==> config.mk <==
export PLATFORM = sky130hd
export DESIGN_NAME = prog_loader
export DESIGN_NICKNAME = d
export VERILOG_FILES = /design/src/rtl/prog_loader.sv
export SDC_FILE = /design/constraint.sdc
export NUM_CORES = 1
export LEC_CHECK = 0
export ABC_AREA = 0
export CAP_MARGIN = 20
export CORE_ASPECT_RATIO = 0.6
export CORE_MARGIN = 2
export CORE_UTILIZATION = 60
export CTS_BUF_LIST = sky130_fd_sc_hd__clkbuf_4 sky130_fd_sc_hd__clkbuf_8
export CTS_CLUSTER_DIAMETER = 100
export CTS_CLUSTER_SIZE = 16
export DETAILED_ROUTE_END_ITERATION = 12
export PLACE_DENSITY = 0.91
export SETUP_SLACK_MARGIN = 0.1
export SYNTH_ARGS = -nofsm -noshare
export SYNTH_HDL_FRONTEND = slang
export SYNTH_SLANG_ARGS = --single-unit
==> constraint.sdc <==
create_clock -name clk -period 4.15 [get_ports clk]
set_clock_uncertainty 0.05 [all_clocks]
set_input_delay 0.83 -clock clk [delete_from_list [all_inputs] [get_ports clk]]
set_output_delay 0.83 -clock clk [all_outputs]
set_load 0.1 [all_outputs]
==> src/rtl/prog_loader.sv <==
// Byte-serial instruction-memory loader: framed host image (A5, LEN, data, CSUM)
// is written from address 0 and the CPU is held in reset until a frame verifies.
module prog_loader #(
  parameter int MEM_SIZE       = 256,
  parameter int ADDR_W         = 8,
  parameter int SYNC_STAGES    = 2,
  parameter int TIMEOUT_CYCLES = 65535
) (
  input  logic              clk,
  input  logic              rst,
  input  logic [7:0]        byte_in,
  input  logic              byte_stb,
  output logic              mem_we,
  output logic [ADDR_W-1:0] mem_addr,
  output logic [7:0]        mem_wdata,
  output logic              cpu_hold,
  output logic              busy,
  output logic              load_done,
  output logic              load_err
);

  localparam logic [2:0] S_IDLE = 3'd0;
  localparam logic [2:0] S_LEN  = 3'd1;
  localparam logic [2:0] S_DATA = 3'd2;
  localparam logic [2:0] S_CSUM = 3'd3;
  localparam logic [2:0] S_DONE = 3'd4;
  localparam logic [2:0] S_ERR  = 3'd5;

  localparam logic [7:0]      HDR     = 8'hA5;
  localparam int              TO_W    = (TIMEOUT_CYCLES < 2) ? 1 : $clog2(TIMEOUT_CYCLES + 1);
  localparam logic [TO_W-1:0] TO_LIM  = TO_W'(TIMEOUT_CYCLES);
  localparam logic [8:0]      MEM_LIM = 9'(MEM_SIZE);
  localparam logic            TO_EN   = (TIMEOUT_CYCLES != 0);

  logic [SYNC_STAGES-1:0] r_sync;
  logic                   r_stb_q;
  logic                   r_edge;

  logic [2:0]        r_state;
  logic [8:0]        r_len;
  logic [8:0]        r_cnt;
  logic [7:0]        r_sum;
  logic [TO_W-1:0]   r_idle;
  logic              r_we;
  logic [ADDR_W-1:0] r_addr;
  logic [7:0]        r_wdata;
  logic              r_hold;
  logic              r_busy;
  logic              r_done;
  logic              r_err;

  logic       w_in_frame;
  logic       w_timeout;
  logic [8:0] w_len;
  logic [8:0] w_cnt_nxt;

  // Registering the edge makes pin-to-sample latency SYNC_STAGES+1 clocks.
  always_ff @(posedge clk or posedge rst) begin
    if (rst) begin
      r_sync  <= '0;
      r_stb_q <= 1'b0;
      r_edge  <= 1'b0;
    end else begin
      r_sync  <= {r_sync[SYNC_STAGES-2:0], byte_stb};
      r_stb_q <= r_sync[SYNC_STAGES-1];
      r_edge  <= r_sync[SYNC_STAGES-1] & ~r_stb_q;
    end
  end

  assign w_in_frame = (r_state == S_LEN) || (r_state == S_DATA) || (r_state == S_CSUM);
  assign w_timeout  = TO_EN && w_in_frame && (r_idle == TO_LIM);
  assign w_len      = (byte_in == 8'h00) ? 9'd256 : {1'b0, byte_in};
  assign w_cnt_nxt  = r_cnt + 9'd1;

  always_ff @(posedge clk or posedge rst) begin
    if (rst) begin
      r_idle <= '0;
    end else if (!w_in_frame || r_edge) begin
      r_idle <= '0;
    end else begin
      r_idle <= r_idle + 1'b1;
    end
  end

  // Timeout is checked first so a byte arriving in the expiry cycle is dropped.
  always_ff @(posedge clk or posedge rst) begin
    if (rst) begin
      r_state <= S_IDLE;
      r_len   <= '0;
      r_cnt   <= '0;
      r_sum   <= '0;
      r_we    <= 1'b0;
      r_addr  <= '0;
      r_wdata <= '0;
      r_hold  <= 1'b1;
      r_busy  <= 1'b0;
      r_done  <= 1'b0;
      r_err   <= 1'b0;
    end else begin
      r_we <= 1'b0;
      if (w_timeout) begin
        r_state <= S_ERR;
        r_err   <= 1'b1;
        r_busy  <= 1'b0;
      end else if (r_edge) begin
        case (r_state)
          S_LEN: begin
            if (w_len > MEM_LIM) begin
              r_state <= S_ERR;
              r_err   <= 1'b1;
              r_busy  <= 1'b0;
            end else begin
              r_len   <= w_len;
              r_state <= S_DATA;
            end
          end
          S_DATA: begin
            r_we    <= 1'b1;
            r_addr  <= ADDR_W'(r_cnt);
            r_wdata <= byte_in;
            r_sum   <= r_sum + byte_in;
            r_cnt   <= w_cnt_nxt;
            if (w_cnt_nxt == r_len) begin
              r_state <= S_CSUM;
            end
          end
          S_CSUM: begin
            r_busy <= 1'b0;
            if (byte_in == r_sum) begin
              r_state <= S_DONE;
              r_done  <= 1'b1;
              r_hold  <= 1'b0;
            end else begin
              r_state <= S_ERR;
              r_err   <= 1'b1;
            end
          end
          default: begin
            if (byte_in == HDR) begin
              r_state <= S_LEN;
              r_busy  <= 1'b1;
              r_hold  <= 1'b1;
              r_done  <= 1'b0;
              r_err   <= 1'b0;
              r_cnt   <= '0;
              r_sum   <= '0;
            end
          end
        endcase
      end
    end
  end

  assign mem_we    = r_we;
  assign mem_addr  = r_addr;
  assign mem_wdata = r_wdata;
  assign cpu_hold  = r_hold;
  assign busy      = r_busy;
  assign load_done = r_done;
  assign load_err  = r_err;

endmodule

### Word-level counts from Yosys, hierarchy flattened

Cells that the tools add are included.

| storage, ports and cells | value |
|---|---|
| output and inout bits | 21 |
| word-level logic and storage cells | 88 |
| register bits | 70 |

| operators by class | value |
|---|---|
| reduce and logical (&&, ||, !) cells | 20 |
| muxes and demuxes | 31 |
| bitwise operators | 6 |
| equal/unequal tests | 12 |
| $add $sub $neg | 3 |
| magnitude comparators | 1 |

Operator list:

| cell | count |
|---|---|
| 9-bit two-way mux | 2 |
| 9-bit case mux with 2 select lines | 1 |
| 16-bit by 1-bit adder with 16-bit output, second input constant | 1 |
| 16-bit == test, second input constant | 1 |
| 16-bit two-way mux | 1 |
| 8-bit case mux with 2 select lines | 1 |
| 1-bit two-way mux | 15 |
| 3-bit two-way mux | 5 |
| 4-bit AND reduction | 3 |
| 5-bit AND reduction | 2 |
| 9-bit by 1-bit adder with 9-bit output, second input constant | 1 |
| 9-bit == test | 1 |
| 9-bit greater-than comparator, second input constant | 1 |
| 3-bit case mux with 3 select lines | 1 |
| 8-bit adder | 1 |
| 8-bit == test | 1 |
| 8-bit == test, second input constant | 1 |
| 8-bit logical NOT | 1 |
| 8-bit two-way mux | 1 |
| 3-bit by 2-bit == test with 1-bit output, second input constant | 2 |
| 3-bit by 2-bit inequality test with 1-bit output, second input constant | 2 |
| 1-bit case mux with 3 select lines | 2 |
| 3-bit AND reduction | 2 |
| 2-bit nonzero test | 3 |
| other kinds (13) | 21 |

### Logic depth before layout (Yosys ltp)

| depth | value |
|---|---|
| depth after elaboration | 7 |
| mapped depth | 8 |
| gate-level depth less buffers | 7 |

### Worst setup path after synthesis

No wires, ideal clock.

| path | value |
|---|---|
| kind | input to register |
| start point | input byte_in[0] |
| end point | register r_sum[6] |
| arrival | 2.226 ns |
| cell stages on the path | 7 |
| path slack | 1.753 ns |
| setup time | 0.121 ns |
| cells stage by stage | ha_1 -> fa_1 -> a21o_1 -> a21oi_1 -> o21ai_0 -> xor2_1 -> a22o_1 |

| between the ends | value |
|---|---|
| longest elaborated chain between the ends | 3 |
| elaborated cells on any way between the ends | 5 |
| those cells by class | add/sub (1); eq/ne (1); mux (1); reduce/logical (2) |

RTL lines:

| element | RTL line | RTL |
|---|---|---|
| start: declaration | 11 | `input logic [7:0] byte_in,` |
| branches (longest 3 deep; another with 8-bit adder) | - |  |
| end signal: assignment | 121 | `r_sum <= r_sum + byte_in;` |
| end: declaration | 42 | `logic [7:0] r_sum;` |

Parallel ways; which one is timed is not known.
A chain may end at the register's enable or synchronous reset.

### Worst setup path after layout

| path | value |
|---|---|
| start point | register r_hold (netlist: cpu_hold) |
| end point | output cpu_hold |

RTL lines:

| element | RTL line | RTL |
|---|---|---|
| start: declaration | 47 | `logic r_hold;` |
| start signal: assignment | 95 | `r_hold <= 1'b1;` |
| start signal: assignment | 132 | `r_hold <= 1'b0;` |
| start signal: assignment | 142 | `r_hold <= 1'b1;` |
| end: declaration | 16 | `output logic cpu_hold,` |

No word-level cell between the ends.

==> results.cfg <==
[detailed_routing]
number_of_vias_per_cell = 6.016
drt_iter0_markers = 219
post-route-drc-count = 0
drt.antenna.violating_nets = 0
vias = 2617
totalWireLength_um = 7304
avgRoutedWirePerCell_um = 16.79
drt_first_pass_iters = 5

[layout]
drive_above_1_share = 0.1577
mostFrequentLayoutCell = sky130_fd_sc_hd__dfrtp_1
layout.cells.most_common_list = sky130_fd_sc_hd__dfrtp_1, sky130_fd_sc_hd__clkdlybuf4s50_1, sky130_fd_sc_hd__nor2_1, sky130_fd_sc_hd__mux2_2, sky130_fd_sc_hd__nand2_1
antenna_cells = 0
syn_to_final_growth_pct = 17.62
layout.nets = 371

[synth]
ys_seq_area_frac = 0.4966
ys_async_sr_fraction = 1.000
synth.distinct_cells = 53
muxShareOfSynthArea = 0.08579
postSynthCellCount = 319
netlist_area_sq_um = 3530
synth_top_family_by_area = simple AND/OR/NAND/NOR gates
mappedNetlistNets = 340
synth_flop_cell = sky130_fd_sc_hd__dfrtp_1
synth-simple-area-share = 0.1538
synthesis.area_per_instance_sq_um = 11.06
synth_adder_area_share = 0.03758
synth_enable_flop_cells = 0
synth_warnings = 0
synth_xor_xnor_area_share = 0.08685
synth_compound_gate_area_share = 0.1117
seq_cells_post_synth = 70

[cts]
cts_made_buffers = 9
post_cts_hold_buffer_count = 0
max_h_tree_level = 3
clockRootBuffer = sky130_fd_sc_hd__clkbuf_8
cts_tree = yes
clkLatencyLatePin_ns = 0.35
cts.repair.resized = 0
clk_pin_slew_worst_paths_ns = 0.07
postCtsSetupBuffers = 0
tritoncts_num_sinks = 70
cts_buffer_depth = 2

[pwr]
total_leakage_power_nw = 1.800
comb_power_share = 0.270
sequential_share_of_power = 0.406
p_total_mw = 2.091
switching_share_of_total_power = 0.3443
clkPwrFrac = 0.324
powerDensity_nw_per_um2 = 503.8
p_sw_uw = 720.2
p_int_mw = 1.371
max-vdd-ir-drop_mv = 0.3845

[critical_path]
worst_ep_required_time_ns = 3.27
cpPeakStageDelay_ns = 1.13
setup.worst_path.start_class = flip-flop
class_of_the_most_critical_setup_path = reg -> out
worstSetupEndpointType = output port
worst-r2r-setup-slack_ns = 1.57
critical_path.slowest_cell = sky130_fd_sc_hd__clkdlybuf4s50_1
critical_path.n_buffers_inverters = 1
crit_chain = clkdlybuf4s50_1
critPathArrivalTime_ns = 2.02
cp_max_fo = 2
critical_path.top_delay_family = buffers and inverters

[floorplan]
coreArea_sq_um = 5623
io_pins = 32
floorplan.initialDensity = 0.6277
die_width_um = 103.0
die_area_sq_um = 6532
fp.dieH_um = 63.41
floorplan.rows = 21

[sta]
finalSetupViolCount = 0
report.final.slew_viol_count = 0
finalCritPeriodShare = 0.6979
hold_viol = 0
timing.setup.tns_ns = 0
fmax_mhz = 345.3
period_minus_slack_ns = 2.896
worst-slew-pin-transition_ns = 1.005
rsz0062_at_grt = false
slew_headroom = 0.3279

[grt]
global_route_usage_over_all_layers = 0.2480
grt_pass1_wl_um = 12210
initial_antenna_violation_count = 0
first_global_vias = 2549
maximum_number_of_pins_on_one_net_before_global_route_repair = 39
grt.overflow.total = 0

[job]
timing.max_cap.violations = 0

[placement]
numPortBuffers = 31
hpwl_um = 5141
gp_weighted_congestion = 0.8631

[worst_hold_path]
hold_path_class = reg -> reg

[run_status]
status = finished, final reports clean
==> synth_stat cells (all sizes together) (2+ instances only) <==
library cell / instances / share of area
nor3: 8 / 0.011
nor2: 28 / 0.030
a41oi: 3 / 0.0074
a22o: 10 / 0.025
nor4: 5 / 0.015
nand4: 8 / 0.016
clkbuf: 6 / 0.0064
and3: 7 / 0.012
a21o: 2 / 0.0043
or4: 3 / 0.0074
inv: 7 / 0.0074
o21a: 2 / 0.0043
a31oi: 6 / 0.011
nor2b: 2 / 0.0035
dfrtp: 69 / 0.49
nand3: 11 / 0.017
o21ai: 8 / 0.013
nand2b: 4 / 0.0071
or3: 2 / 0.0035
ha: 9 / 0.032
mux2: 26 / 0.083
nand2: 20 / 0.021
a21oi: 9 / 0.013
a22oi: 2 / 0.0043
buf: 8 / 0.014
o31ai: 2 / 0.0043
xnor2: 19 / 0.047
o21bai: 2 / 0.0043
xor2: 16 / 0.040
==> kinds of logic after synthesis <==
family / Yosys count
adders and majority gates: 10
muxes: 27
xor gates and xnor gates: 35
DFF: 70
and+or+nand+nor: 102
AOI/OAI and AO/OA: 54
buffers and inverters: 21
==> power groups by stage <==
stage          sequential, mW  clock (mW)  combinational, mW
2_1_floorplan            1.03           0              0.248
6_report                0.849       0.678              0.564
3_5_place_dp            0.858           0              0.558
4_1_cts                 0.847       0.683              0.565
5_1_grt                 0.862       0.716              0.601
3_3_place_gp            0.852           0              0.545
==> sequential cells by signal, summed over array words and instances, names as in the netlist <==
register   cells
mem_addr       8
load_done      1
cpu_hold       1
r_cnt          9
r_stb_q        1
r_sum          8
r_len          9
mem_we         1
r_edge         1
r_sync         2
r_state        3
load_err       1
busy           1
mem_wdata      8
r_idle        16
==> worst paths after layout <==
path / start / to / depth (start not counted)
max in group asynchronous: rst / cpu_hold / 3
worst max register to register: r_idle[0] / r_sum[7] / 7
worst max-delay path: cpu_hold / cpu_hold / 1
worst min-delay path: r_sync[0] / r_sync[1] / 0
min in group asynchronous: rst / r_idle[7] / 2
worst min register to register: r_sync[0] / r_sync[1] / 0
==> stage by stage <==
| stage | cells | util | setup WS (ns) | hold WS, ns | instance area [sq um] |
|---|---|---|---|---|---|
| floorplan | 319 | - | 1.503 | 0.2812 | 3530 |
| global placement | 419 | 0.6936 | 1.057 | 0.2852 | 3900 |
| CTS | 435 | 0.7383 | 1.238 | 0.3083 | 4151 |
| global route | 435 | 0.7383 | 1.203 | 0.3217 | 4151 |
| detailed placement | 419 | 0.6936 | 1.049 | 0.2913 | 3900 |
| finish | 435 | 0.7383 | 1.254 | 0.3061 | 4151 |
==> area by class of cell <==
cell class,count,area (sq um)
clock inverters,5,106.4
fillers,373,1471
flip-flops and latches,70,1753
clock buffers,11,145.1
well taps,80,100.1
multi-input cells,228,1688
repair buffers,34,332.8
inverters,7,26.28
==> layer usage <==
| metal | global-route usage | part of all wire | vias up |
|---|---|---|---|
| li1 | - | - | 1208 |
| met5 | 0 | 0 | - |
| met3 | 0.09434 | 0.074 | 9 |
| met1 | 0.3614 | 0.47 | 1288 |
| met4 | 0.05263 | 0.0093 | 0 |
| met2 | 0.3555 | 0.44 | 112 |
Note: power is estimated with default switching activity, not from simulation.
==> RTL edit, RTL diff (same flow settings) <==
Put one more register stage on the output `load_err`. The value now appears one clock later. The other outputs are not delayed to match.
--- a/src/rtl/prog_loader.sv
+++ b/src/rtl/prog_loader.sv
@@ -158,5 +158,7 @@
   assign busy      = r_busy;
   assign load_done = r_done;
-  assign load_err  = r_err;
+  always_ff @(posedge clk) begin
+    load_err <= r_err;
+  end
 
 endmodule
Function: no difference found for any inputs over 10 cycles, from zero or initial values and one cycle with rst high; that may be too few to reach the edited logic, so the function may still have changed.
==> RTL edit against the original RTL <==
- final area down 1.0%
- power down 7.5%
- count of clock-buffer cells in the layout up 3
- critical endpoint unchanged
- worst setup slack worse by 0.0090 ns
- first-iteration DRC count down 24%
- die area up 0.55%
- sequential share of layout area up 0.92 points
- cell count up 0.23%
- synthesized area up 0.57%
- critical path depth unchanged
- combinational power down 1%
- sequential cell count up 1
- highest routed layer unchanged
- routed wire length up 0.88%
==> RTL edit: results (changes against the original RTL) <==
| Metric | Value |
|---|---|
| CLK BUF | `14 (+3)` |
| Met1 wire length | `3471 µm (+0.70%)` |
| Met2 routed WL | `3248 µm (about the same)` |
| Post-CTS sizing | `0 (unchanged)` |
| Register area | `0.001773 mm² (+1.1%)` |
| Root Driver | `clkbuf_8` |
| Placed Cells incl. Taps | `420 (+0.24%)` |
| First-pass GRT wire length | `12450 µm (+1.9%)` |
| # fillers | `373 (unchanged)` |
| Routed wl met3 | `513 µm (-5.4%)` |
| Nets | `372 (+0.27%)` |
| Register bit total from synthesis | `71 (+1.4%)` |
| Data buffer area share | `8.100% (+0.083 points)` |
| Via-to-Cell Ratio | `6.007 (-0.15%)` |
| Synth area leaders | `dfrtp_1, mux2_2, xnor2_1` |
| M2 GR Usage | `35.63% (+0.081 points)` |
| Max Cap Viol | `0 (unchanged)` |
| Ys async rst share | `98.59% (-1.4 points)` |
| Dpl hpwl | `5097 µm (-0.87%)` |
| ANT cells | `0 (unchanged)` |
| Worst IR Drop VDD | `269.2 µV (-30%)` |
| Synth Area per Inst | `11.09 µm² (+0.25%)` |
| RD Place Congestion | `0.8672 (+0.48%)` |
| Placed cell area | `0.003920 mm² (+0.51%)` |
| Clock buf/inv share | `4.598% (-1.5 points)` |
| GR Util met3 | `7.325% (-2.1 points)` |
| TritonRoute pass-1 iters | `6 (+1)` |
| Syn_nets | `341 (+0.29%)` |
| GRT Total Usage | `25.30% (+0.50 points)` |
| Vias in the first global route | `2534 (-0.59%)` |
| Largest net degree at the start of global routing | `42 (+7.7%)` |
| M1 GR Usage | `36.91% (+0.77 points)` |
| CP delay by family, top | `buffers and inverters` |
| Library cells used by synthesis | `54 (+1.9%)` |
| Initial antenna violation count | `0 (unchanged)` |
| Drt total wl | `7368 µm (+0.88%)` |
| Status | `finished, final reports clean` |
| Static leakage | `1.778 nW (-1.2%)` |
| Register area share after synthesis | `49.95% (+0.28 points)` |
| DR vias | `2619 (+0.076%)` |
| Worst R2R Path Depth | `5 (-2)` |
| Number of DRC markers in iteration 0 | `167 (-24%)` |
| Dpl ws | `1.036 ns (-0.01289 ns)` |
| Share of cells above drive strength 1 | `15.73% (-0.044 points)` |
| Final instance area | `0.004109 mm² (-1.0%)` |
| Slew margin rel. | `33.99% (+1.2 points)` |
| Share of the synthesized area in the top cell type | `48.64% (-0.28 points)` |
RTL edit: cell types whose count changed after synthesis:
cell,before,now
dfxtp_1,0,1
RTL edit: logic make-up (layout without fill, tap and decap cells):
family	count (synthesis)	after routing	synth area share [%]
and+or+nand+nor	102	102	15.30
muxes	27	27	8.530
adders and majority gates	10	10	3.736
buffers and inverters	21	57	2.750
AOI/OAI and AO/OA	54	54	11.10
xor gates and xnor gates	35	35	8.636
DFF	71	71	49.95
RTL edit: path summary, 6_finish.rpt:
path	start	endpoint	slack, ns
setup / recovery	cpu_hold	cpu_hold	1.24
hold / removal	r_sync[0]	r_sync[1]	0.31
setup reg to reg	r_idle[0]	r_len[5]	1.69
hold reg to reg	r_sync[0]	r_sync[1]	0.31
max in group asynchronous	rst	cpu_hold	2.43
min in group asynchronous	rst	mem_addr[4]	0.81
RTL edit: where the power goes:
group / internal, mW / switching [mW]
clock network: 0.270 / 0.246
logic: 0.189 / 0.368
registers: 0.769 / 0.0911
